--- src/rtl/mem_pkg.sv ---
// ---------------------------------------------------------------------------
// mem_pkg: shared load-op encoding, entry flag struct and counter sizing.
// Rev 1.0
// ---------------------------------------------------------------------------
`default_nettype none

package mem_pkg;

   // Bit positions inside ld_op = {ld_w, ld_b, ld_h, ld_bu, ld_hu}
   localparam int LD_W  = 4;
   localparam int LD_B  = 3;
   localparam int LD_H  = 2;
   localparam int LD_BU = 1;
   localparam int LD_HU = 0;

   // Per-entry control flags; the width-parameterised payload lives beside it
   typedef struct packed {
      logic       res_from_mem;
      logic       rf_we;
      logic [4:0] ld_op;
      logic       exc;
      logic       req;
      logic       filled;
   } mem_entry_t;

   function automatic int clog2(input int value);
      int r;
      r = 0;
      while ((1 << r) < value) r++;
      return r;
   endfunction

   // Discard counter must hold up to 2*DEPTH owed responses
   function automatic int cnt_w(input int depth);
      return clog2(2 * depth + 1);
   endfunction

endpackage

`default_nettype wire

--- src/rtl/mem_load_align.sv ---
// ---------------------------------------------------------------------------
// mem_load_align: byte/half extract and sign/zero extend of load data.
// Rev 1.0 | MEM_LOAD_EXTEND_EN enables sub-word loads (XLEN must be 32)
// ---------------------------------------------------------------------------
`default_nettype none

module mem_load_align
   import mem_pkg::*;
#(
   parameter int XLEN = 32
) (
   input  logic [XLEN-1:0] word,
   input  logic [1:0]      addr_lo,
   input  logic [4:0]      ld_op,
   output logic [XLEN-1:0] result
);

`ifdef MEM_LOAD_EXTEND_EN
   logic [XLEN-1:0] shifted;

   assign shifted = word >> {addr_lo, 3'b000};

   always_comb begin
      result = word;
      if (ld_op[LD_W])
         result = word;
      else if (ld_op[LD_B])
         result = {{(XLEN-8){shifted[7]}}, shifted[7:0]};
      else if (ld_op[LD_H])
         result = {{(XLEN-16){shifted[15]}}, shifted[15:0]};
      else if (ld_op[LD_BU])
         result = {{(XLEN-8){1'b0}}, shifted[7:0]};
      else if (ld_op[LD_HU])
         result = {{(XLEN-16){1'b0}}, shifted[15:0]};
   end
`else
   logic unused_sel;

   assign unused_sel = ^{addr_lo, ld_op};
   assign result     = word;
`endif

endmodule

`default_nettype wire

--- src/rtl/mem_load_stage.sv ---
// ---------------------------------------------------------------------------
// mem_load_stage: in-order EX->WB memory stage with DEPTH outstanding requests.
// Rev 1.0 | MEM_LOAD_EXTEND_EN handled inside mem_load_align
// ---------------------------------------------------------------------------
`default_nettype none

module mem_load_stage
   import mem_pkg::*;
#(
   parameter int XLEN  = 32,
   parameter int DEPTH = 2,
   parameter int RF_AW = 5
) (
   input  logic             clk,
   input  logic             resetn,
   input  logic             in_valid,
   output logic             in_allowin,
   input  logic [31:0]      in_pc,
   input  logic             in_res_from_mem,
   input  logic             in_rf_we,
   input  logic [RF_AW-1:0] in_rf_waddr,
   input  logic [XLEN-1:0]  in_alu_result,
   input  logic [4:0]       in_ld_op,
   input  logic             in_req,
   input  logic             in_exc,
   input  logic             flush,
   output logic             out_valid,
   input  logic             out_allowin,
   output logic [31:0]      out_pc,
   output logic             out_rf_we,
   output logic [RF_AW-1:0] out_rf_waddr,
   output logic [XLEN-1:0]  out_rf_wdata,
   output logic             mem_exc,
   input  logic             data_ok,
   input  logic [XLEN-1:0]  rdata
);

   localparam int PTR_W = (DEPTH > 1) ? clog2(DEPTH) : 1;
   localparam int OCC_W = clog2(DEPTH + 1);
   localparam int CNT_W = cnt_w(DEPTH);

   logic [DEPTH-1:0] ent_valid;
   mem_entry_t       ent       [DEPTH];
   logic [31:0]      ent_pc    [DEPTH];
   logic [RF_AW-1:0] ent_waddr [DEPTH];
   logic [XLEN-1:0]  ent_alu   [DEPTH];
   logic [XLEN-1:0]  ent_data  [DEPTH];

   logic [PTR_W-1:0] head;
   logic [PTR_W-1:0] tail;
   logic [OCC_W-1:0] count;
   logic [CNT_W-1:0] discard_cnt;

   logic [DEPTH-1:0] waiting;
   logic [CNT_W-1:0] wait_cnt;
   logic [PTR_W-1:0] fill_idx;
   logic             fill_found;
   logic             discard_zero;
   logic             fill_en;
   logic             head_ready;
   logic             push;
   logic             pop;
   logic [XLEN-1:0]  head_word;
   logic [XLEN-1:0]  aligned;

   function automatic logic [PTR_W-1:0] ptr_inc(input logic [PTR_W-1:0] p);
      return (p == PTR_W'(DEPTH - 1)) ? '0 : p + PTR_W'(1);
   endfunction

   for (genvar i = 0; i < DEPTH; i++) begin : g_wait
      assign waiting[i] = ent_valid[i] & ent[i].req & ~ent[i].filled;
   end

   // Responses return in order, so the target is the first waiting entry from head
   always_comb begin
      fill_idx   = '0;
      fill_found = 1'b0;
      wait_cnt   = '0;
      for (int k = 0; k < DEPTH; k++) begin
         if (!fill_found && waiting[(int'(head) + k) % DEPTH]) begin
            fill_found = 1'b1;
            fill_idx   = PTR_W'((int'(head) + k) % DEPTH);
         end
         wait_cnt = wait_cnt + CNT_W'(waiting[k]);
      end
   end

   assign discard_zero = (discard_cnt == '0);
   assign fill_en      = data_ok & discard_zero & fill_found;
   assign head_ready   = ent[head].filled | (fill_en & (fill_idx == head));

   assign in_allowin = (count < OCC_W'(DEPTH)) & ~flush;
   assign out_valid  = ent_valid[head] & head_ready & ~flush;
   assign push       = in_valid & in_allowin;
   assign pop        = out_valid & out_allowin;

   assign head_word = ent[head].filled ? ent_data[head] : rdata;

   mem_load_align #(
      .XLEN    (XLEN)
   ) u_align (
      .word    (head_word),
      .addr_lo (ent_alu[head][1:0]),
      .ld_op   (ent[head].ld_op),
      .result  (aligned)
   );

   assign out_pc       = ent_pc[head];
   assign out_rf_waddr = ent_waddr[head];
   assign out_rf_we    = ent[head].rf_we & out_valid;
   assign out_rf_wdata = ent[head].res_from_mem ? aligned : ent_alu[head];
   assign mem_exc      = ent_valid[head] & ent[head].exc;

   always_ff @(posedge clk) begin
      if (!resetn) begin
         ent_valid   <= '0;
         head        <= '0;
         tail        <= '0;
         count       <= '0;
         discard_cnt <= '0;
         for (int i = 0; i < DEPTH; i++) begin
            ent[i]       <= '0;
            ent_pc[i]    <= '0;
            ent_waddr[i] <= '0;
            ent_alu[i]   <= '0;
            ent_data[i]  <= '0;
         end
      end else if (flush) begin
         ent_valid   <= '0;
         head        <= '0;
         tail        <= '0;
         count       <= '0;
         // Every still-waiting request will answer later; a fill this cycle pays one off
         discard_cnt <= discard_cnt + wait_cnt - CNT_W'(fill_en);
      end else begin
         if (data_ok && !discard_zero)
            discard_cnt <= discard_cnt - CNT_W'(1);
         if (fill_en) begin
            ent[fill_idx].filled <= 1'b1;
            ent_data[fill_idx]   <= rdata;
         end
         if (push) begin
            ent_valid[tail] <= 1'b1;
            ent[tail]       <= '{res_from_mem: in_res_from_mem, rf_we: in_rf_we,
                                 ld_op: in_ld_op, exc: in_exc, req: in_req,
                                 filled: ~in_req};
            ent_pc[tail]    <= in_pc;
            ent_waddr[tail] <= in_rf_waddr;
            ent_alu[tail]   <= in_alu_result;
            tail            <= ptr_inc(tail);
         end
         if (pop) begin
            ent_valid[head] <= 1'b0;
            head            <= ptr_inc(head);
         end
         case ({push, pop})
            2'b10:   count <= count + OCC_W'(1);
            2'b01:   count <= count - OCC_W'(1);
            default: count <= count;
         endcase
      end
   end

`ifndef SYNTHESIS
   always_ff @(posedge clk) begin
      if (resetn && data_ok && discard_zero)
         assert (fill_found) else $error("mem_load_stage: data_ok with no outstanding request");
   end
`endif

endmodule

`default_nettype wire

--- config.mk ---
export PLATFORM = sky130hd
export DESIGN_NAME = mem_load_stage
export DESIGN_NICKNAME = d
export VERILOG_FILES = /design/src/rtl/mem_pkg.sv /design/src/rtl/mem_load_align.sv /design/src/rtl/mem_load_stage.sv
export SDC_FILE = /design/constraint.sdc
export NUM_CORES = 1
export LEC_CHECK = 0
export CORE_ASPECT_RATIO = 0.75
export CORE_MARGIN = 2
export CORE_UTILIZATION = 30
export DETAILED_ROUTE_END_ITERATION = 6
export GPL_TIMING_DRIVEN = 1
export SLEW_MARGIN = 10
export SYNTH_ARGS = -nofsm -noshare
export SYNTH_HDL_FRONTEND = slang
export SYNTH_HIERARCHICAL = 1
export SYNTH_SLANG_ARGS = --single-unit
--- constraint.sdc ---
create_clock -name clk -period 13.1 [get_ports clk]
set_clock_uncertainty 0.2 [all_clocks]
set_input_delay 1.965 -clock clk [delete_from_list [all_inputs] [get_ports clk]]
set_output_delay 1.965 -clock clk [all_outputs]
set_load 0.02 [all_outputs]
# Yosys cells after proc, flatten, opt, wreduce, memory -nomap -nowiden

Memory sizes are Yosys's and may differ from the RTL's. A register that Yosys moved wholly into a read port is not among the register bits.
Index checks and enable logic that the tools add are counted.

Flip-flop bits (word level): 9
Bits in writable memories: 222
Input port bits: 116
Output and inout port bits: 73
Logic and storage cells: 132
Memories: 5

$add $sub $neg: 9
Order comparisons: 7
Equality and inequality tests: 3
Muxes and demuxes: 63
Bitwise gates (word level): 24
Reduce and logical (&&, ||, !) cells: 16

Memory list:

| memory    | depth | bits a word | rd ports | clocked after Yosys merged registers in | write ports | RTL line             | source |
|---|---|---|---|---|---|---|---|
| ent_alu   | 2     | 32          | 1        | 1                                       | 2           | mem_load_stage.sv:46 | `logic [XLEN-1:0] ent_alu [DEPTH];` |
| ent_data  | 2     | 32          | 1        | 1                                       | 2           | mem_load_stage.sv:47 | `logic [XLEN-1:0] ent_data [DEPTH];` |
| ent_pc    | 2     | 32          | 1        | 1                                       | 2           | mem_load_stage.sv:44 | `logic [31:0] ent_pc [DEPTH];` |
| ent       | 2     | 10          | 3        | 1                                       | 2           | mem_load_stage.sv:43 | `mem_entry_t ent [DEPTH];` |
| ent_waddr | 2     | 5           | 1        | 1                                       | 2           | mem_load_stage.sv:45 | `logic [RF_AW-1:0] ent_waddr [DEPTH];` |

Operator list:

| kind                                                       | count |
|---|---|
| two-way mux 32 bit                                         | 5 |
| OR reduction 32 bit                                        | 3 |
| two-way mux 1 bit                                          | 45 |
| two-way mux 10 bit                                         | 2 |
| OR reduction 10 bit                                        | 2 |
| AND 1 bit                                                  | 14 |
| two-way mux 2 bit                                          | 5 |
| less-than comparator 1 x 2 -> 1 bit, second input constant | 3 |
| two-way mux 3 bit                                          | 2 |
| two-way mux 5 bit                                          | 1 |
| inverter 1 bit                                             | 5 |
| OR reduction 5 bit                                         | 1 |
| logical AND 1 bit                                          | 4 |
| one-hot mux 2 bit (2 select lines)                         | 1 |
| nonzero test 2 bit                                         | 2 |
| adder 1 bit, second input constant                         | 3 |
| adder 3 x 2 -> 3 bit                                       | 1 |
| logical NOT 3 bit                                          | 1 |
| less-than comparator 2 x 3 -> 1 bit, second input constant | 1 |
| subtractor 3 x 1 -> 3 bit                                  | 1 |
| subtractor 3 x 1 -> 3 bit, second input constant           | 1 |
| adder 1 x 1 -> 2 bit                                       | 1 |
| adder 2 x 1 -> 2 bit, second input constant                | 1 |
| AND 2 bit                                                  | 1 |
| other kinds (13)                                           | 16 |

# Logic depth before layout (Yosys ltp)

Gate-level depths: netlist of the first run.
An unclocked memory read counts as a cell.

Depth in word-level cells: 17
Gate-level depth with buffers: 12
Depth with buffers taken out: 12

# Cells and area by module

Netlist of the first run, hierarchy kept.

By module, submodules not included:

| module         | instances | cells an instance | area each (um^2) | sequential area each (um^2) |
|---|---|---|---|---|
| mem_load_stage | 1         | 834               | 10859.2          | 6846.6 |
| mem_load_align | 1         | 32                | 240.2            | 0.0 |

# Worst setup path before layout of the first run

OpenSTA, ideal clock, no wires.

Kind: in2reg
Start: input port flush
End: memory ent[0][1] in the netlist's numbering, enable pin
Library setup time: 622 ps
Arrival: 7961 ps
Data required time: 12278 ps
Slack: 4317 ps
Stages on the path: 3
Buffers on the path: 1
Path through: or3b_1 > buf_2 > o21ai_0

RTL lines:

| item        | RTL line             | source |
|---|---|---|
| from (decl) | mem_load_stage.sv:26 | `input logic flush,` |
| to (decl)   | mem_load_stage.sv:43 |  |

# Worst setup path in the final report of the first run

Start: input port data_ok
End: output port out_rf_we

Word-level cells in the longest chain between the ends: 7

Ends and longest elaborated chain:

| item                    | RTL line              | source |
|---|---|---|
| from (decl)             | mem_load_stage.sv:34  | `input logic data_ok,` |
| AND 1 bit (2 in series) | mem_load_stage.sv:89  | `assign fill_en = data_ok & discard_zero & fill_found;` |
| AND 1 bit               | mem_load_stage.sv:90  | `assign head_ready = ent[head].filled \| (fill_en & (fill_idx == head));` |
| bitwise OR 1 bit        | mem_load_stage.sv:90  |  |
| AND 1 bit (2 in series) | mem_load_stage.sv:93  | `assign out_valid = ent_valid[head] & head_ready & ~flush;` |
| AND 1 bit               | mem_load_stage.sv:110 | `assign out_rf_we = ent[head].rf_we & out_valid;` |
| to (decl)               | mem_load_stage.sv:30  | `output logic out_rf_we,` |

Every way passes these cells.

==> impl_metrics.env, run 1 <==
export IMPL_outcome="finished, final reports clean"
export IMPL_globalplace_congestion=0.706
export IMPL_ir_drop_v=0.0000744
export IMPL_worst_slew_pin_transition_ps=1150
export IMPL_syn_mean_instance_area_um2=12.7
export IMPL_finalCriticalPeriod_ps=6160
export IMPL_r2r_start="count[1]"
export IMPL_post_route_period_util_pct=47.0
export IMPL_routed_via_count=6873
export IMPL_cp_data_required_time_ps=10930
export IMPL_die_outline_area_um2=37100
export IMPL_tritoncts_num_sinks=222
export IMPL_syn_nets=963
export IMPL_synthesis_instances=841
export IMPL_crit_type="input pin to output port"
export IMPL_vias_in_the_first_global_route=6830
export IMPL_grt_max_degree=112
export IMPL_clk_pin_slew_worst_paths_ps=60
export IMPL_start_util_pct=30.7
export IMPL_final_hold_viol_count=0
export IMPL_detail_route_antenna_nets=0
export IMPL_tritoncts_clock_tree="built"
export IMPL_area_growth_synth_to_final_pct=25.6
export IMPL_fmax_mhz=162
export IMPL_first_pass_grt_wire_length_mm=40.8
export IMPL_port_buffers=183
export IMPL_hpwl_dp_mm=15.5
export IMPL_timing_max_slew_rel_slack_pct=23.4
export IMPL_routed_wire_length_per_instance_um=18.7
export IMPL_h_tree_depth=1
export IMPL_cts_root_buffer_cell="clkbuf_16"
export IMPL_yosysWarningCount=6
export IMPL_post_route_cells_drive_above_1_share_pct=9.93
export IMPL_cts_post_setup_buffers_inserted=0
export IMPL_finalHoldWorstSlack_ps=331
export IMPL_timing_critical_path_cells="clkdlybuf4s50_1, and3b_1, o21ai_1, a21boi_2, nor2b_1, clkdlybuf4s50_1"
export IMPL_slew_viol_final=0
export IMPL_tns_ps=0
export IMPL_finish_net_count=1083
export IMPL_initialDrtViolationCount=553
export IMPL_power_leakage_uw=0.00521
export IMPL_setup_viol=0
export IMPL_cap_violations=0
export IMPL_power_density_nw_per_um2=126
export IMPL_cts_path_max_buffers=3
export IMPL_num_io_pins=189
export IMPL_core_area_um2=34800
export IMPL_path_category_of_the_worst_min_delay_check="register to register"
export IMPL_cts_buffers_inserted=25
export IMPL_number_of_antenna_violations_at_the_first_check_in_global_routing=1
export IMPL_die_extent_in_x_um=222
export IMPL_cp_arrival_ps=3990
export IMPL_setup_repair_after_global_routing_missed_its_margin="false"
export IMPL_postRouteWirelength_mm=26.9
export IMPL_critPathCaptureType="output port"
export IMPL_cts_resized=0
export IMPL_critical_path_max_stage_delay_ps=620
export IMPL_worstHoldStart="count[1]"
export IMPL_grt_remaining_overflow=0
export IMPL_post_cts_hold_buffer_count=0
export IMPL_via_per_inst=4.79
export IMPL_path_max_fanout=5
export IMPL_drc_violations_left=0
export IMPL_crit_top_cell="clkdlybuf4s50_1"
export IMPL_critical_path_startpoint_type="input pin"
export IMPL_number_of_placement_rows=59
export IMPL_detailedRoute_firstPassIterationCount=7
export IMPL_setup_worst_path_start="data_ok"
export IMPL_worstSkewPairLatency_ps=530
export IMPL_die_height_um=167
export IMPL_post_synth_instance_area_um2=10700
export IMPL_groute_usage_overall_pct=14.3
export IMPL_worst_path_max_delay_cell="clkdlybuf4s50_1"
[path summary, 6_finish.rpt]
check / cells after the start / slack (ps) / end
setup / recovery: 6 / 6940 / out_rf_we
hold / removal: 2 / 330 / count[1]
setup reg to reg: 3 / 10010 / ent_alu[0][17]
hold reg to reg: 2 / 330 / count[1]
[stage by stage]
stage / total power (uW) / std cells / instance area [um^2] / utilization, % / setup slack, ps
floorplan: 947 / 841 / 10700 / - / 4680
global placement: 1030 / 1391 / 12600 / 36.3 / 6990
detailed placement: 1040 / 1391 / 12600 / 36.3 / 6980
CTS: 1710 / 1434 / 13400 / 38.5 / 6960
global route: 1760 / 1434 / 13400 / 38.5 / 6780
finish: 1690 / 1436 / 13400 / 38.5 / 6940
[sequential cells by signal, indices dropped and copies added, names as in the netlist, named ones only]
register and count:
ent_valid 2, ent 10, ent_data 64, ent_alu 64
tail 1, ent_waddr 10, count 2, head 1
ent_pc 64, discard_cnt 3
[layout make-up]
| type | instances | area, um^2 |
|---|---|---|
| Sequential cell | 222 | 6550 |
| Clock buffer | 26 | 629 |
| Clock inverter | 17 | 131 |
| Inverter | 5 | 18.8 |
| Fill cell | 3356 | 21400 |
| Timing Repair Buffer | 193 | 1900 |
| Multi-Input combinational cell | 514 | 3600 |
| Tap cell | 457 | 572 |
| Antenna cell | 2 | 5.00 |
[cells in the final DEF (no fill, tap or decap), types with 5 or more instances in the layout]
cell             instances
o21ai_0                 35
and2_1                  66
dfxtp_1                 11
a21oi_1                 34
mux2_2                  41
nand2_1                 36
nor2_1                  35
clkinv_1                10
and3_1                 146
inv_1                    5
clkdlybuf4s50_1        182
buf_4                   11
clkbuf_16               25
edfxtp_1               210
mux2i_1                 65
[where the power goes]
| part | switching (uW) | total [uW] | internal (uW) |
|---|---|---|---|
| Sequential | 9.07 | 819 | 810 |
| Clock | 287 | 672 | 385 |
| Combinational | 109 | 201 | 92.3 |
| Total | 405 | 1690 | 1290 |
[routing by layer]
| layer | vias to the layer above | track usage, % | share of wire, % |
|---|---|---|---|
| met1 | 3404 | 20.2 | 48 |
| li1 | 3284 | - | - |
| met5 | - | 0 | 0 |
| met3 | 35 | 3.07 | 4.4 |
| met4 | 0 | 2.82 | 1.8 |
| met2 | 150 | 22.8 | 45 |
[worst max-delay path: cells and delay by family]
family                 cells  cell delay [ps]
AOI/OAI and AO/OA          2              420
buffers and inverters      2             1160
and+or+nand+nor            2              450
Note: power is estimated with default switching activity, not from simulation.
==> inputs of run 2 (changes only) <==
==> constraint.sdc (replaced) <==
create_clock -name clk -period 6.3 [get_ports clk]
set_clock_uncertainty 0.2 [all_clocks]
set_input_delay 0.945 -clock clk [delete_from_list [all_inputs] [get_ports clk]]
set_output_delay 0.945 -clock clk [all_outputs]
set_load 0.02 [all_outputs]
==> run 2 against run 1 <==
Clock power up 120%. Sequential cell count unchanged. Hold slack worse by 6.2 ps. Sequential share of layout area down 0.41 points. Cell count up 0.21%. Design area up 0.85%. Total power up 110%. Largest cell class unchanged. Largest power group unchanged. Combinational power up 110%. Critical path depth up 1.
==> impl_metrics.env, run 2 (synthesis gave the netlist of run 1 again) <==
export IMPL_worst_path_max_delay_cell="dfxtp_4"
export IMPL_die_extent_in_x_um=222
export IMPL_die_outline_area_um2=37100
export IMPL_cts_buffers_inserted=26
export IMPL_cts_resized=0
export IMPL_post_route_period_util_pct=77.1
export IMPL_h_tree_depth=1
export IMPL_fin_util_pct=38.8
export IMPL_globalplace_congestion=0.700
export IMPL_post_cts_hold_buffer_count=0
export IMPL_most_common_layout_cells="210 x edfxtp_1, 182 x clkdlybuf4s50_1, 146 x and3_1"
export IMPL_drc_violations_left=0
export IMPL_worst_slew_pin_transition_ps=1150
export IMPL_via_per_inst=4.75
export IMPL_worstSkewPairLatency_ps=530
export IMPL_finalHoldWorstSlack_ps=324
export IMPL_fmax_mhz=206
export IMPL_cap_violations=0
export IMPL_outcome="finished, final reports clean"
export IMPL_finish_net_count=1084
export IMPL_cts_post_setup_buffers_inserted=0
export IMPL_power_density_nw_per_um2=268
export IMPL_num_antenna_cells=0
export IMPL_grt_remaining_overflow=0
export IMPL_cp_data_required_time_ps=5150
export IMPL_slew_viol_final=0
export IMPL_post_route_cells_drive_above_1_share_pct=10.5
export IMPL_clk_pin_slew_worst_paths_ps=60
export IMPL_tritoncts_num_sinks=222
export IMPL_path_category_of_the_worst_min_delay_check="register to register"
export IMPL_start_util_pct=30.7
export IMPL_vias_in_the_first_global_route=6974
export IMPL_layout_top_registers="ent_alu x64, ent_data x64, ent_pc x64"
export IMPL_setup_viol=0
export IMPL_num_io_pins=189
export IMPL_layout_cells_most_common="edfxtp_1"
export IMPL_routed_wire_length_per_instance_um=18.3
export IMPL_postRouteWirelength_mm=26.4
export IMPL_finalCriticalPeriod_ps=4860
export IMPL_area_growth_synth_to_final_pct=26.7
export IMPL_number_of_placement_rows=59
export IMPL_first_pass_grt_wire_length_mm=40.4
export IMPL_setup_repair_after_global_routing_missed_its_margin="false"
export IMPL_cp_arrival_ps=3710
export IMPL_port_buffers=183
export IMPL_tns_ps=0
export IMPL_initialDrtViolationCount=454
export IMPL_critPathCaptureType="output port"
export IMPL_number_of_antenna_violations_at_the_first_check_in_global_routing=1
export IMPL_grt_max_degree=84
export IMPL_power_leakage_uw=0.00526
export IMPL_hpwl_dp_mm=15.4
export IMPL_critical_path_max_stage_delay_ps=830
export IMPL_final_hold_viol_count=0
export IMPL_tritoncts_clock_tree="built"
export IMPL_critical_path_startpoint_type="register"
export IMPL_detail_route_antenna_nets=0
export IMPL_cts_root_buffer_cell="clkbuf_16"
export IMPL_cts_path_max_buffers=3
export IMPL_crit_type="register to output port"
export IMPL_die_height_um=167
export IMPL_detailedRoute_firstPassIterationCount=5
export IMPL_path_max_fanout=49
export IMPL_core_area_um2=34800
export IMPL_timing_max_slew_rel_slack_pct=23.4
export IMPL_groute_usage_overall_pct=14.0
export IMPL_timing_critical_path_cells="mux2i_4, buf_4, nand2_1, o21ai_0, nor2_1, a21oi_1, clkdlybuf4s50_1"
export IMPL_ir_drop_v=0.000143
export IMPL_routed_via_count=6838
## run 2: where the power goes
group	total (uW)	internal [uW]	leakage (uW)	switching [uW]
Sequential	1700	1680	0.00229	19.2
Clock	1500	907	0.000421	597
Combinational	417	193	0.00254	224
## run 2: worst paths after layout
| kind | from | to | slack, ps | cells after the start |
|---|---|---|---|---|
| hold / removal | count[1] | count[1] | 320 | 2 |
| setup reg to reg | register | count[1] | 2750 | 7 |
| setup / recovery | register | out_rf_wdata[6] | 1440 | 7 |
| hold reg to reg | count[1] | count[1] | 320 | 2 |
## run 2: area by class of cell
cell class	instances	area [um^2]
clock buffers	36	783
multi-input cells	514	3600
repair buffers	193	1920
clock inverters	12	83.8
inverters	5	18.8
well taps	457	572
fillers	3363	21300
flip-flops and latches	222	6550
## run 2: per-stage QoR
step	worst slack, ps	power [uW]	area [um^2]	cells
finish	1440	3620	13500	1439
floorplan	878	1970	10700	841
detailed placement	1940	2160	12700	1391
CTS	1370	3670	13500	1439
global placement	1930	2150	12700	1391
global route	1120	3770	13500	1439
## run 2: routing by layer
layer  part of all wire, %  track usage, %  up-vias
li1                      -               -     3286
met1                    48            19.7     3362
met2                    45            22.2      153
met3                   5.3            3.07       35
met4                   2.1            3.23        2
met5                 0.049               0        -
## run 2: worst max-delay path, delay by kind of cell, from the launching register on
kind | cells | cell delay, ps
AO/OA/AOI/OAI | 2 | 280
buffers and inverters | 2 | 1180
AND/OR/NAND/NOR | 2 | 180
flip-flops | 1 | 830
multiplexers | 1 | 680
==> inputs of run 3 (changes only) <==
==> constraint.sdc (replaced) <==
create_clock -name clk -period 4.47 [get_ports clk]
set_clock_uncertainty 0.2 [all_clocks]
set_input_delay 0.6705 -clock clk [delete_from_list [all_inputs] [get_ports clk]]
set_output_delay 0.6705 -clock clk [all_outputs]
set_load 0.02 [all_outputs]
==> run 3 against run 2 <==
The flow now finishes with violations (design-rule violations). Highest routed layer is now met4. Hold slack gained 11 ps. Total power up 35%. Combinational power rose by 43%. Die area unchanged. Global-route usage about the same. Wire length up 1.1%. Critical path depth unchanged. Critical path type unchanged. Register-to-register slack worse by 1100 ps.
==> impl_metrics.env, run 3 (synthesis gave the netlist of run 1 again) <==
export IMPL_outcome="finished with violations"
export IMPL_failing_checks="design-rule violations"
export IMPL_critical_path_startpoint_type="register"
export IMPL_die_outline_area_um2=37100
export IMPL_power_switching_uw=1160
export IMPL_critPathCaptureType="output port"
export IMPL_globalplace_congestion=0.720
export IMPL_fin_util_pct=38.6
export IMPL_cts_buffers_inserted=25
export IMPL_layout_cells_most_common="edfxtp_1"
export IMPL_most_common_layout_cells="210 x edfxtp_1, 182 x clkdlybuf4s50_1, 146 x and3_1"
export IMPL_groute_usage_overall_pct=14.1
export IMPL_final_cell_count_no_fill=1437
export IMPL_crit_family="buffers and inverters"
export IMPL_tns_ps=0
export IMPL_pre_cts_ws_ps=926
export IMPL_final_fill_count=3328
export IMPL_die_height_um=167
export IMPL_via_per_inst=4.80
export IMPL_cap_violations=0
export IMPL_worst_path_max_delay_cell="clkdlybuf4s50_1"
export IMPL_routed_wire_length_per_instance_um=18.6
export IMPL_switching_share_pct=23.8
export IMPL_slew_viol_final=0
export IMPL_cp_data_required_time_ps=3600
export IMPL_clk_pin_slew_worst_paths_ps=60
export IMPL_number_of_placement_rows=59
export IMPL_post_route_cells_drive_above_1_share_pct=10.2
export IMPL_cts_root_buffer_cell="clkbuf_16"
export IMPL_detailedRoute_firstPassIterationCount=7
export IMPL_cts_path_max_buffers=3
export IMPL_cts_post_setup_buffers_inserted=0
export IMPL_power_leakage_uw=0.00522
export IMPL_grt_remaining_overflow=0
export IMPL_power_frac_clock_pct=38.7
export IMPL_cp_arrival_ps=2930
export IMPL_layout_top_registers="ent_alu x64, ent_data x64, ent_pc x64"
export IMPL_path_max_fanout=67
export IMPL_post_route_period_util_pct=85.1
export IMPL_start_util_pct=30.7
export IMPL_port_buffers=183
export IMPL_area_growth_synth_to_final_pct=25.9
export IMPL_crit_type="register to output port"
export IMPL_detail_route_antenna_nets=0
export IMPL_fmax_mhz=263
export IMPL_grt_max_degree=103
export IMPL_tritoncts_clock_tree="built"
export IMPL_finalHoldWorstSlack_ps=335
export IMPL_placedCellCount=1394
export IMPL_num_io_pins=189
export IMPL_hpwl_dp_mm=15.6
export IMPL_finalCriticalPeriod_ps=3800
export IMPL_timing_critical_path_cells="mux2i_4, buf_4, nand2_1, o21ai_0, nor2_1, a21oi_1, clkdlybuf4s50_1"
export IMPL_power_density_nw_per_um2=364
export IMPL_timing_max_slew_rel_slack_pct=35.8
export IMPL_first_pass_grt_wire_length_mm=40.3
export IMPL_critical_path_max_stage_delay_ps=640
export IMPL_core_area_um2=34800
export IMPL_setup_repair_after_global_routing_missed_its_margin="false"
export IMPL_vias_in_the_first_global_route=6937
export IMPL_number_of_antenna_violations_at_the_first_check_in_global_routing=1
export IMPL_intPower_uw=3720
export IMPL_cts_resized=0
export IMPL_combinationalPowerShare_pct=12.2
export IMPL_seqPwrFrac_pct=49.1
export IMPL_postRouteWirelength_mm=26.7
export IMPL_layout_setup_ws_ps=668
export IMPL_setup_viol=0
export IMPL_drc_violations_left=1
export IMPL_die_extent_in_x_um=222
export IMPL_worst_path_buf_inv=2
export IMPL_h_tree_depth=1
export IMPL_finish_net_count=1086
export IMPL_worstSkewPairLatency_ps=530
export IMPL_path_category_of_the_worst_min_delay_check="register to register"
export IMPL_ir_drop_v=0.000216
export IMPL_post_cts_hold_buffer_count=0
export IMPL_tritoncts_num_sinks=222
export IMPL_initialDrtViolationCount=383
export IMPL_routed_via_count=6891
export IMPL_worst_slew_pin_transition_ps=964
export IMPL_final_hold_viol_count=0
-- run 3: cell types whose count changed in the layout (fill, tap and decap cells not counted) --
cell	before	now
clkbuf_8	1	0
clkinv_2	4	3
clkinv_1	5	6
inv_6	0	2
clkbuf_1	5	4
diode_2	0	1
clkinvlp_4	2	1
buf_12	1	3
buf_4	10	11
clkbuf_16	30	25
-- run 3: power by group through the flow --
stage                     combinational, uW  clock, uW  sequential [uW]
after floorplan                         329          0             2440
after global placement                  599          0             2440
after detailed placement                602          0             2440
after CTS                               606       1950             2400
after global routing                    647       2030             2410
final                                   595       1890             2400
-- run 3: worst reg2reg max path, delay by kind of cell (launching register included) --
family / cells / cell delay (ps)
and+or+nand+nor: 2 / 380
DFF: 1 / 360
adders and majority gates: 4 / 1020
AOI/OAI and AO/OA: 2 / 320
buffers and inverters: 2 / 150
xor gates and xnor gates: 2 / 230
-- run 3: layout make-up --
| class | instances | area, um^2 | area share (%) |
|---|---|---|---|
| clock inverters | 13 | 92.6 | 0.689 |
| repair buffers | 196 | 1960 | 14.6 |
| flip-flops and latches | 222 | 6550 | 48.7 |
| clock buffers | 29 | 641 | 4.76 |
| inverters | 5 | 18.8 | 0.140 |
| multi-input cells | 514 | 3600 | 26.8 |
| diodes | 1 | 2.50 | 0.0186 |
| well taps | 457 | 572 | 4.25 |
-- run 3: path summary, 6_finish.rpt --
check	startpoint	to	slack, ps	cells after the start
min reg2reg	count[0]	count[0]	340	2
max	register	out_rf_wdata[28]	670	7
max reg2reg	discard_cnt[1]	discard_cnt[2]	1700	12
min	count[0]	count[0]	340	2
-- run 3: per-stage QoR --
stage / power [uW] / area, um^2
finish: 4890 / 13400
global placement: 3040 / 12700
floorplan: 2770 / 10700
CTS: 4950 / 13400
global route: 5080 / 13400
detailed placement: 3050 / 12700
-- run 3: metal layers --
layer	vias up	track usage, %	wire, um
met5	-	0	0
met4	0	3.79	513
met3	37	2.95	1190
met2	166	22.7	12300
met1	3398	19.3	12600
li1	3290	-	-
